$ cat config.mk
export PLATFORM = sky130hd
export DESIGN_NAME = ysyx_041461_clint
export DESIGN_NICKNAME = d
export VERILOG_FILES = /design/src/rtl/ysyx_041461_clint_pkg.sv /design/src/rtl/ysyx_041461_clint_timer.sv /design/src/rtl/ysyx_041461_clint.sv
export SDC_FILE = /design/constraint.sdc
export NUM_CORES = 1
export LEC_CHECK = 0
export ABC_AREA = 1
export ABC_CLOCK_PERIOD_IN_PS = 2500
export BUFFER_PORTS_ARGS = -buffer_cell sky130_fd_sc_hd__buf_2
export CORE_ASPECT_RATIO = 0.7
export CORE_MARGIN = 2
export CORE_UTILIZATION = 58
export CTS_CLUSTER_DIAMETER = 40
export DETAILED_ROUTE_END_ITERATION = 8
export PLACE_DENSITY = 0.83
export SLEW_MARGIN = 5
export SYNTH_ARGS = -nofsm -noshare
export SYNTH_HDL_FRONTEND = slang
export SYNTH_SLANG_ARGS = --single-unit
$ cat constraint.sdc
create_clock -name clk -period 2.5 [get_ports clk]
set_clock_uncertainty 0.15 [all_clocks]
set_input_delay 0.25 -clock clk [delete_from_list [all_inputs] [get_ports clk]]
set_output_delay 0.25 -clock clk [all_outputs]
set_load 0.02 [all_outputs]
$ cat src/rtl/ysyx_041461_clint_pkg.sv
// rtl/ysyx_041461_clint_pkg.sv - shared types, response codes, address defaults and helpers for the CLINT
// Contents: read/write FSM state encodings, decode targets, AXI response codes,
// default register addresses, byte-merge and read-mux helpers.
package ysyx_041461_clint_pkg;

    typedef enum logic {
        R_IDLE,
        R_DATA
    } r_state_e;

    typedef enum logic [1:0] {
        W_IDLE,
        W_DATA,
        W_RESP
    } w_state_e;

    typedef enum logic [1:0] {
        TGT_NONE,
        TGT_MTIME,
        TGT_MTIMECMP,
        TGT_MSIP
    } tgt_e;

    localparam logic [1:0] RESP_OKAY   = 2'b00;
    localparam logic [1:0] RESP_EXOKAY = 2'b01;
    localparam logic [1:0] RESP_SLVERR = 2'b10;
    localparam logic [1:0] RESP_DECERR = 2'b11;

    localparam logic [31:0] MTIME_ADDR_DEF    = 32'h0200_bff8;
    localparam logic [31:0] MTIMECMP_ADDR_DEF = 32'h0200_4000;
    localparam logic [31:0] MSIP_ADDR_DEF     = 32'h0200_0000;

    // Replace the bytes of old_v selected by strb with the matching bytes of new_v.
    function automatic logic [63:0] byte_merge(input logic [63:0] old_v,
                                               input logic [63:0] new_v,
                                               input logic [7:0]  strb);
        logic [63:0] res;
        for (int i = 0; i < 8; i++) begin
            res[i*8 +: 8] = strb[i] ? new_v[i*8 +: 8] : old_v[i*8 +: 8];
        end
        return res;
    endfunction

    // Unmapped targets read as zero.
    function automatic logic [63:0] read_mux(input tgt_e        tgt,
                                             input logic [63:0] mtime,
                                             input logic [63:0] mtimecmp,
                                             input logic        msip);
        case (tgt)
            TGT_MTIME:    return mtime;
            TGT_MTIMECMP: return mtimecmp;
            TGT_MSIP:     return {63'd0, msip};
            default:      return 64'd0;
        endcase
    endfunction

endpackage

$ cat src/rtl/ysyx_041461_clint_timer.sv
// rtl/ysyx_041461_clint_timer.sv - prescaled mtime counter, mtimecmp storage and timer interrupt compare
// Ports: clk, rst_n (async active-low); mtime_we_i / mtimecmp_we_i select the
// register written this cycle with wdata_i under wstrb_i; mtime_o, mtimecmp_o
// expose current values; timer_int_o is the registered (mtime >= mtimecmp).
module ysyx_041461_clint_timer
    import ysyx_041461_clint_pkg::*;
#(
    parameter int unsigned TICK_DIV = 1
) (
    input  logic        clk,
    input  logic        rst_n,
    input  logic        mtime_we_i,
    input  logic        mtimecmp_we_i,
    input  logic [63:0] wdata_i,
    input  logic [7:0]  wstrb_i,
    output logic [63:0] mtime_o,
    output logic [63:0] mtimecmp_o,
    output logic        timer_int_o
);

    localparam int unsigned PW = (TICK_DIV > 1) ? $clog2(TICK_DIV) : 1;
    localparam logic [PW-1:0] PRESC_MAX = PW'(TICK_DIV - 1);

    logic [PW-1:0] presc_q, presc_d;
    logic [63:0]   mtime_q, mtime_d;
    logic [63:0]   mtimecmp_q, mtimecmp_d;
    logic          timer_int_q;
    logic          tick;

    always_comb begin
        tick    = (presc_q == PRESC_MAX);
        presc_d = tick ? '0 : presc_q + PW'(1);
        // A software write beats the tick; the prescaler keeps running regardless.
        if (mtime_we_i) begin
            mtime_d = byte_merge(mtime_q, wdata_i, wstrb_i);
        end else if (tick) begin
            mtime_d = mtime_q + 64'd1;
        end else begin
            mtime_d = mtime_q;
        end
        mtimecmp_d = mtimecmp_we_i ? byte_merge(mtimecmp_q, wdata_i, wstrb_i) : mtimecmp_q;
    end

    always_ff @(posedge clk or negedge rst_n) begin
        if (!rst_n) begin
            presc_q     <= '0;
            mtime_q     <= 64'd0;
            mtimecmp_q  <= '1;
            timer_int_q <= 1'b0;
        end else begin
            presc_q     <= presc_d;
            mtime_q     <= mtime_d;
            mtimecmp_q  <= mtimecmp_d;
            timer_int_q <= (mtime_q >= mtimecmp_q);
        end
    end

    assign mtime_o     = mtime_q;
    assign mtimecmp_o  = mtimecmp_q;
    assign timer_int_o = timer_int_q;

endmodule

$ cat src/rtl/ysyx_041461_clint.sv
// rtl/ysyx_041461_clint.sv - AXI4 slave core-local interruptor (mtime, mtimecmp, timer interrupt)
// Ports: clk, rst_n (async active-low); CLINT_aw*/w*/b* write channels;
// CLINT_ar*/r* read channels; timer_int to trap logic; soft_int only when
// YSYX_041461_CLINT_MSIP_EN is defined (adds msip at 0x0200_0000).
module ysyx_041461_clint
    import ysyx_041461_clint_pkg::*;
#(
    parameter int unsigned  TICK_DIV      = 1,
    parameter logic [31:0]  MTIME_ADDR    = MTIME_ADDR_DEF,
    parameter logic [31:0]  MTIMECMP_ADDR = MTIMECMP_ADDR_DEF
) (
    input  logic        clk,
    input  logic        rst_n,
    input  logic        CLINT_awvalid,
    output logic        CLINT_awready,
    input  logic [3:0]  CLINT_awid,
    input  logic [31:0] CLINT_awaddr,
    input  logic [7:0]  CLINT_awlen,
    input  logic [2:0]  CLINT_awsize,
    input  logic [1:0]  CLINT_awburst,
    input  logic        CLINT_wvalid,
    output logic        CLINT_wready,
    input  logic [63:0] CLINT_wdata,
    input  logic [7:0]  CLINT_wstrb,
    input  logic        CLINT_wlast,
    output logic        CLINT_bvalid,
    input  logic        CLINT_bready,
    output logic [3:0]  CLINT_bid,
    output logic [1:0]  CLINT_bresp,
    input  logic        CLINT_arvalid,
    output logic        CLINT_arready,
    input  logic [3:0]  CLINT_arid,
    input  logic [31:0] CLINT_araddr,
    input  logic [7:0]  CLINT_arlen,
    input  logic [2:0]  CLINT_arsize,
    input  logic [1:0]  CLINT_arburst,
    output logic        CLINT_rvalid,
    input  logic        CLINT_rready,
    output logic [3:0]  CLINT_rid,
    output logic [1:0]  CLINT_rresp,
    output logic [63:0] CLINT_rdata,
    output logic        CLINT_rlast,
`ifdef YSYX_041461_CLINT_MSIP_EN
    output logic        soft_int,
`endif
    output logic        timer_int
);

    function automatic tgt_e decode(input logic [31:0] a);
        if (a[31:3] == MTIME_ADDR[31:3])    return TGT_MTIME;
        if (a[31:3] == MTIMECMP_ADDR[31:3]) return TGT_MTIMECMP;
`ifdef YSYX_041461_CLINT_MSIP_EN
        if (a[31:3] == MSIP_ADDR_DEF[31:3]) return TGT_MSIP;
`endif
        return TGT_NONE;
    endfunction

    r_state_e    r_state_q;
    tgt_e        rsel_q;
    logic [7:0]  rcnt_q;
    logic [3:0]  rid_q;
    logic [1:0]  rresp_q;
    logic [63:0] rdata_q;
    logic        rlast_q;

    w_state_e    w_state_q;
    tgt_e        wsel_q;
    logic [3:0]  bid_q;
    logic [1:0]  bresp_q;

    logic [63:0] mtime, mtimecmp;
    logic        msip_bit;
    logic        wbeat;
    tgt_e        ar_tgt, aw_tgt;

    assign ar_tgt = decode(CLINT_araddr);
    assign aw_tgt = decode(CLINT_awaddr);
    assign wbeat  = (w_state_q == W_DATA) && CLINT_wvalid;

    ysyx_041461_clint_timer #(.TICK_DIV(TICK_DIV)) u_timer (
        .clk           (clk),
        .rst_n         (rst_n),
        .mtime_we_i    (wbeat && (wsel_q == TGT_MTIME)),
        .mtimecmp_we_i (wbeat && (wsel_q == TGT_MTIMECMP)),
        .wdata_i       (CLINT_wdata),
        .wstrb_i       (CLINT_wstrb),
        .mtime_o       (mtime),
        .mtimecmp_o    (mtimecmp),
        .timer_int_o   (timer_int)
    );

`ifdef YSYX_041461_CLINT_MSIP_EN
    logic msip_q;
    always_ff @(posedge clk or negedge rst_n) begin
        if (!rst_n) begin
            msip_q <= 1'b0;
        end else if (wbeat && (wsel_q == TGT_MSIP) && CLINT_wstrb[0]) begin
            msip_q <= CLINT_wdata[0];
        end
    end
    assign msip_bit = msip_q;
    assign soft_int = msip_q;
`else
    assign msip_bit = 1'b0;
`endif

    // Read data is captured when each beat is offered, so a stalled beat keeps
    // a stable payload even though mtime keeps counting underneath.
    always_ff @(posedge clk or negedge rst_n) begin
        if (!rst_n) begin
            r_state_q <= R_IDLE;
            rsel_q    <= TGT_NONE;
            rcnt_q    <= 8'd0;
            rid_q     <= 4'd0;
            rresp_q   <= RESP_OKAY;
            rdata_q   <= 64'd0;
            rlast_q   <= 1'b0;
        end else begin
            case (r_state_q)
                R_IDLE: begin
                    if (CLINT_arvalid) begin
                        r_state_q <= R_DATA;
                        rsel_q    <= ar_tgt;
                        rcnt_q    <= CLINT_arlen;
                        rid_q     <= CLINT_arid;
                        rresp_q   <= (ar_tgt == TGT_NONE) ? RESP_DECERR : RESP_OKAY;
                        rdata_q   <= read_mux(ar_tgt, mtime, mtimecmp, msip_bit);
                        rlast_q   <= (CLINT_arlen == 8'd0);
                    end
                end
                default: begin
                    if (CLINT_rready) begin
                        if (rcnt_q == 8'd0) begin
                            r_state_q <= R_IDLE;
                            rlast_q   <= 1'b0;
                        end else begin
                            rcnt_q  <= rcnt_q - 8'd1;
                            rlast_q <= (rcnt_q == 8'd1);
                            rdata_q <= read_mux(rsel_q, mtime, mtimecmp, msip_bit);
                        end
                    end
                end
            endcase
        end
    end

    // bresp is decided at AW time; unmapped beats are accepted and dropped.
    always_ff @(posedge clk or negedge rst_n) begin
        if (!rst_n) begin
            w_state_q <= W_IDLE;
            wsel_q    <= TGT_NONE;
            bid_q     <= 4'd0;
            bresp_q   <= RESP_OKAY;
        end else begin
            case (w_state_q)
                W_IDLE: begin
                    if (CLINT_awvalid) begin
                        w_state_q <= W_DATA;
                        wsel_q    <= aw_tgt;
                        bid_q     <= CLINT_awid;
                        bresp_q   <= (aw_tgt == TGT_NONE) ? RESP_DECERR : RESP_OKAY;
                    end
                end
                W_DATA: begin
                    if (CLINT_wvalid && CLINT_wlast) begin
                        w_state_q <= W_RESP;
                    end
                end
                default: begin
                    if (CLINT_bready) begin
                        w_state_q <= W_IDLE;
                    end
                end
            endcase
        end
    end

    assign CLINT_arready = (r_state_q == R_IDLE);
    assign CLINT_rvalid  = (r_state_q == R_DATA);
    assign CLINT_rid     = rid_q;
    assign CLINT_rresp   = rresp_q;
    assign CLINT_rdata   = rdata_q;
    assign CLINT_rlast   = rlast_q;
    assign CLINT_awready = (w_state_q == W_IDLE);
    assign CLINT_wready  = (w_state_q == W_DATA);
    assign CLINT_bvalid  = (w_state_q == W_RESP);
    assign CLINT_bid     = bid_q;
    assign CLINT_bresp   = bresp_q;

    // Burst shape fields and sub-word address bits do not affect this slave.
    logic unused_ok;
    assign unused_ok = ^{CLINT_awlen, CLINT_awsize, CLINT_awburst, CLINT_arsize,
                         CLINT_arburst, CLINT_awaddr[2:0], CLINT_araddr[2:0]};

endmodule

### Word-level counts from Yosys, hierarchy flattened

Index checks and enable logic that the tools add are counted.
W data, S select, Z words.

| operators by class | value |
|---|---|
| add/sub/neg operators | 3 |
| magnitude comparators | 1 |
| eq/ne operators | 26 |
| muxes and demuxes | 49 |
| bitwise gates (word level) | 1 |
| reduce and logical (&&, ||, !) cells | 32 |

Operators by type and width:

| operator | number |
|---|---|
| $mux W64 | 6 |
| $pmux W64 S2 | 2 |
| $eq A29 B23 Y1 const B | 4 |
| $mux W8 | 12 |
| $add A64 B1 Y64 const B | 1 |
| $ge A64 B64 Y1 | 1 |
| $reduce_and A2 Y1 | 19 |
| $mux W2 | 13 |
| $ne A2 B2 Y1 const B | 11 |
| $logic_not A8 Y1 | 2 |
| $mux W1 | 15 |
| $eq A2 B1 Y1 const B | 4 |
| $eq A2 B2 Y1 const B | 4 |
| $eq A8 B1 Y1 const B | 1 |
| $sub A8 B1 Y8 const B | 1 |
| $logic_not A2 Y1 | 3 |
| $reduce_and A3 Y1 | 2 |
| $logic_and A1 B1 Y1 | 4 |
| $ne A2 B1 Y1 const B | 2 |
| $pmux W2 S2 | 1 |
| $reduce_bool A3 Y1 | 1 |
| $reduce_bool A2 Y1 | 1 |
| $add A1 B1 Y1 const B | 1 |
| $not A1 Y1 | 1 |

| storage, ports and cells | value |
|---|---|
| flip-flop bits (word level) | 222 |
| input port bits | 178 |
| output and inout bits | 83 |
| logic and storage cells | 141 |

### Depth between registers and ports, before layout

| depth | value |
|---|---|
| depth after elaboration | 9 |
| depth in mapped cells | 16 |
| depth with buffers taken out | 15 |

### Cells and area by module

A second synthesis with hierarchy kept.

| second synthesis, totals | value |
|---|---|
| cell total of the unflattened synthesis | 2342 |
| area total of the unflattened synthesis | 15626.2 sq um |

Modules (own cells, without submodules):

| module | times used | cells an instance | area each (sq um) | seq. area each (sq um) |
|---|---|---|---|---|
| ysyx_041461_clint_timer | 1 | 1294 | 9034.9 | 3308.2 |
| ysyx_041461_clint | 1 | 1048 | 6591.3 | 2252.2 |

### Least setup slack after synthesis

No wires, ideal clock.

| timing | value |
|---|---|
| path type | register to register |
| from | register rcnt_q[0] |
| to | register rcnt_q[5] |
| library setup time | 0.118 ns |
| data arrival time | 1.683 ns |
| required time | 2.232 ns |
| path slack | 0.550 ns |
| cell stages (with the launch flop) | 14 |
| path buffers | 2 |
| period minus slack after synthesis | 1.950 ns |
| cells stage by stage | dfrtp_1 > inv_1 > ha_1 > inv_1 > nor2_2 > nand3_1 > nor3_2 > nand2_1 > nand2_2 > inv_2 > buf_6 > buf_6 > a21oi_1 > inv_1 |

| between the ends | value |
|---|---|
| longest elaborated chain between the ends | 4 |
| elaborated cells between the ends (all ways) | 7 |
| classes of those cells | add/sub (1); eq/ne (1); mux (3); reduce/logical (2) |

Ends and longest elaborated chain:

| item | line | text |
|---|---|---|
| start: declaration | ysyx_041461_clint.sv:60 | `logic [7:0] rcnt_q;` |
| start signal: assignment | ysyx_041461_clint.sv:124 | `rcnt_q <= CLINT_arlen;` |
| start signal: assignment | ysyx_041461_clint.sv:137 | `rcnt_q <= rcnt_q - 8'd1;` |
| $sub A8 B1 Y8 | ysyx_041461_clint.sv:137 |  |
| $mux W8 | ysyx_041461_clint.sv:133 | `if (rcnt_q == 8'd0) begin` |
| $mux W8 | ysyx_041461_clint.sv:132 | `if (CLINT_rready) begin` |
| $mux W8 | ysyx_041461_clint.sv:119 | `case (r_state_q)` |

Several ways; a longest one is shown, not always the timed one. The select of a mux whose other input is x is not followed.
A chain may end at the register's enable or synchronous reset.

### Worst setup path in the final report

| timing | value |
|---|---|
| from | register w_state_q[1] |
| to | register u_timer.mtimecmp_q[4] (netlist: u_timer.mtimecmp_o[4]) |

| between the ends | value |
|---|---|
| longest elaborated chain between the ends | 4 |

Ends and longest elaborated chain:

| item | line | text |
|---|---|---|
| start: declaration | ysyx_041461_clint.sv:66 | `w_state_e w_state_q;` |
| start signal: assignment | ysyx_041461_clint.sv:150 | `w_state_q <= W_IDLE;` |
| start signal: assignment | ysyx_041461_clint.sv:158 | `w_state_q <= W_DATA;` |
| start signal: assignment | ysyx_041461_clint.sv:166 | `w_state_q <= W_RESP;` |
| $eq A2 B1 Y1 | ysyx_041461_clint.sv:78 | `assign wbeat = (w_state_q == W_DATA) && CLINT_wvalid;` |
| $logic_and A1 B1 Y1 | ysyx_041461_clint.sv:78 |  |
| $logic_and A1 B1 Y1 | ysyx_041461_clint.sv:84 | `.mtimecmp_we_i (wbeat && (wsel_q == TGT_MTIMECMP)),` |
| $reduce_and A2 Y1 (no source line) | - |  |
| end signal: assignment | ysyx_041461_clint_timer.sv:53 | `mtimecmp_q <= mtimecmp_d;` |
| end: declaration | ysyx_041461_clint_timer.sv:26 | `logic [63:0] mtimecmp_q, mtimecmp_d;` |

Every way passes these cells.

==> flow_summary.json <==
{
  "syn2layout_area_growth_pct": 26.43,
  "reg2reg_depth": 8,
  "ys.flop_type": "dfrtp_1",
  "gp_congestion": 0.9921,
  "rows": 49,
  "synth_area_um2": 15150,
  "worstPathRequired_ns": 2.87,
  "crit_arrival_ns": 2.78,
  "dpl.hpwl_mm": 38.97,
  "pwr-share-clk": 0.321,
  "first_iter_violations": 2039,
  "r2r_slack_ns": 0.08,
  "ctsHtreeMaxLevel": 1,
  "internal_power_mw": 9.172,
  "maxSlewViolCount": 0,
  "hold_end": "CLINT_rvalid$_DFF_PN0_",
  "drt-total-wl_mm": 55.15,
  "synth_top_family_by_area": "simple AND/OR/NAND/NOR gates",
  "netlist-cell-type-count": 44,
  "port_buffers": 236,
  "syn_inst": 2231,
  "status": "complete, no violations",
  "ys_seq_area_frac": 0.3669,
  "timing.setup.tns_ns": 0,
  "avgSynthCellArea_um2": 6.793,
  "max-vdd-ir-drop_uv": 1353,
  "cp-end-kind": "register",
  "grt_usage": 0.3970,
  "ys_ff_latch": 219,
  "synth_mux_area_frac": 0.0007431,
  "power.net_switching_mw": 6.095,
  "start_kind": "register",
  "grt_pass1_wl_mm": 86.93,
  "firstDrtPassIters": 7,
  "synth_simple_gate_area_frac": 0.3167,
  "num_vias": 17313,
  "r2r_start": "w_state_q[1]$_DFFE_PN0P_",
  "antenna_found_initial": 0,
  "period_share": 0.9662,
  "switching_share": 0.3993,
  "synth-compound-area-share": 0.1577,
  "drv_cap": 0,
  "synth_xor_xnor_area_share": 0.009247,
  "hold_slack_ns": 0.04280,
  "path_clk_slew_ns": 0.07,
  "tightest_slew_ns": 0.5884,
  "nets": 2820,
  "synth_fa_ha_area_frac": 0.05697,
  "numCtsBuffers": 30,
  "final_util": 0.7458,
  "setup.worst_path.class": "reg2reg",
  "p_seq_frac": 0.311,
  "cts.root.buffer_cell": "clkbuf_16",
  "worstHoldPathCells": 3,
  "drive_gt1_frac": 0.1771,
  "max_freq_ghz": 0.4140,
  "clk_latency_ns": 0.58,
  "synth_fp_nets": 2478,
  "core-area_um2": 25690,
  "setup_viol": 0,
  "ant_nets": 0,
  "grt_max_degree": 73,
  "clk_path_buf_depth": 3,
  "crit_path_max_fanout": 15,
  "first_global_vias": 16326,
  "die_x_um": 197.2,
  "initial_core_util": 0.5899,
  "leakage_nw": 9.299,
  "dpl-instance-area_um2": 16920,
  "rsz0062_at_grt": "no",
  "period_needed_ns": 2.416,
  "hold_viol": 0,
  "via_per_inst": 5.911,
  "overflow": 0,
  "dieArea_um2": 27460,
  "combPwrFrac": 0.368,
  "hp-class": "in2reg",
  "hold_start": "CLINT_arvalid",
  "final_area_um2": 19160,
  "reg2reg_to": "u_timer.mtimecmp_o[4]$_DFFE_PN1P_",
  "max_slew_margin": 0.6077,
  "synthArstFlopShare": 1.000,
  "synth-edff-count": 0,
  "cts.sink_count": 219,
  "cts_setup_buffers": 0,
  "fill_cells": 1963,
  "drc_errors": 0,
  "yosys_warnings": 0,
  "die_h_um": 139.2,
  "wire_per_inst_um": 18.83,
  "boundaryPins": 261,
  "cts_tree": "done",
  "power_density_nw_per_um2": 796.8
}
how the worst max path moves through the flow:
stage	from	endpoint	slack (ns)	depth (start not counted)
after floorplan	rcnt_q[0]$_DFFE_PN0P_	rcnt_q[5]$_DFFE_PN0P_	0.55	13
after global placement	u_timer.mtime_o[1]$_DFFE_PN0P_	u_timer.mtime_o[54]$_DFFE_PN0P_	0.25	10
after detailed placement	u_timer.mtime_o[1]$_DFFE_PN0P_	u_timer.mtime_o[54]$_DFFE_PN0P_	0.18	10
after CTS	u_timer.mtime_o[1]$_DFFE_PN0P_	u_timer.mtime_o[54]$_DFFE_PN0P_	0.17	10
after global routing	w_state_q[0]$_DFFE_PN0P_	u_timer.mtimecmp_o[4]$_DFFE_PN1P_	0.001	9
final	w_state_q[1]$_DFFE_PN0P_	u_timer.mtimecmp_o[4]$_DFFE_PN1P_	0.08	8
cell families after synthesis:
family,count (synthesis)
mux,1
buf+inv,341
flops,219
fa+ha+maj,69
simple gates,1139
compound gates,446
xor+xnor,16
layer usage:
metal | vias up | global-route usage | wire [um]
met5 | - | 0 | 0
met2 | 1084 | 0.6079 | 23990
met3 | 138 | 0.09670 | 6488
li1 | 8046 | - | -
met1 | 8045 | 0.5635 | 23180
met4 | 0 | 0.1065 | 1491
critical path: stages, from the launching register on:
cell and delay (ns):
dfrtp_1 0.45, nor2_4 0.20, nand2_4 0.11, nor3_4 0.11
buf_4 0.27, nand2_1 0.09, buf_4 0.20, o21ai_0 0.18
dlygate4sd3_1 0.59
layout by cell type, fill, tap and decap left out, types with 15 or more instances in the layout:
cell,count
ha_1,69
o21ai_0,174
buf_2,235
inv_1,240
a21oi_1,174
o22ai_1,59
nor2_1,256
nor3_1,15
dfstp_2,64
nand2_1,581
xor2_1,15
dlygate4sd3_1,104
buf_4,52
nand4_1,28
dfrtp_1,154
nand3_1,214
clkbuf_16,31
synthesized netlist by cell type, types with 15 or more instances:
master	count	share of area
nand2_1	581	0.14
clkbuf_1	35	0.0087
nor3_1	16	0.0053
nand4_1	28	0.012
xor2_1	15	0.0087
dfrtp_1	155	0.26
o22ai_1	59	0.024
ha_1	69	0.057
nand3_1	216	0.071
o21ai_0	174	0.057
a21oi_1	175	0.058
nor2_1	260	0.064
buf_2	43	0.014
dfstp_2	64	0.11
inv_1	240	0.059
stage by stage:
stage	std cells	setup WS [ns]	power (mW)
2_1_floorplan	2231	0.5496	8.175
3_3_place_gp	2768	0.2459	9.816
3_5_place_dp	2768	0.1778	9.971
4_1_cts	2928	0.1747	15.01
5_1_grt	2928	0.001495	15.89
6_report	2929	0.08448	15.27
state kept, by name, summed over array words and instances (netlist names):
| name | count |
|---|---|
| CLINT_rlast | 1 |
| w_state_q | 2 |
| CLINT_rvalid | 1 |
| u_timer.timer_int_o | 1 |
| u_timer.mtime_o | 64 |
| CLINT_rresp | 1 |
| CLINT_bid | 4 |
| u_timer.mtimecmp_o | 64 |
| CLINT_rid | 4 |
| rcnt_q | 8 |
| CLINT_rdata | 64 |
| CLINT_bresp | 1 |
| wsel_q | 2 |
| rsel_q | 2 |
final cells by class:
class | instances | area [um^2] | share of cell area
inverter | 246 | 923.4 | 0.04819
antenna | 1 | 2.502 | 0.0001306
timing repair buffer | 405 | 2860 | 0.1493
multi-input combinational | 1671 | 8248 | 0.4305
clock inverter | 21 | 329.1 | 0.01717
tap | 331 | 414.1 | 0.02162
clock buffer | 35 | 820.8 | 0.04284
sequential | 219 | 5562 | 0.2903
timing repair:
action                                  CTS  global route
resized for setup                         0            12
endpoints found under the setup margin    0            73
hold buffers                            104             0
endpoints found under the hold margin   281             0
power by group through the flow:
stage | logic, mW | registers, mW | clock network [mW]
after global placement | 5.10 | 4.72 | 0
after floorplan | 2.71 | 5.46 | 0
after detailed placement | 5.22 | 4.75 | 0
after CTS | 5.39 | 4.71 | 4.91
final | 5.62 | 4.75 | 4.89
after global routing | 6.02 | 4.82 | 5.05
(Power assumes the default switching activity.)
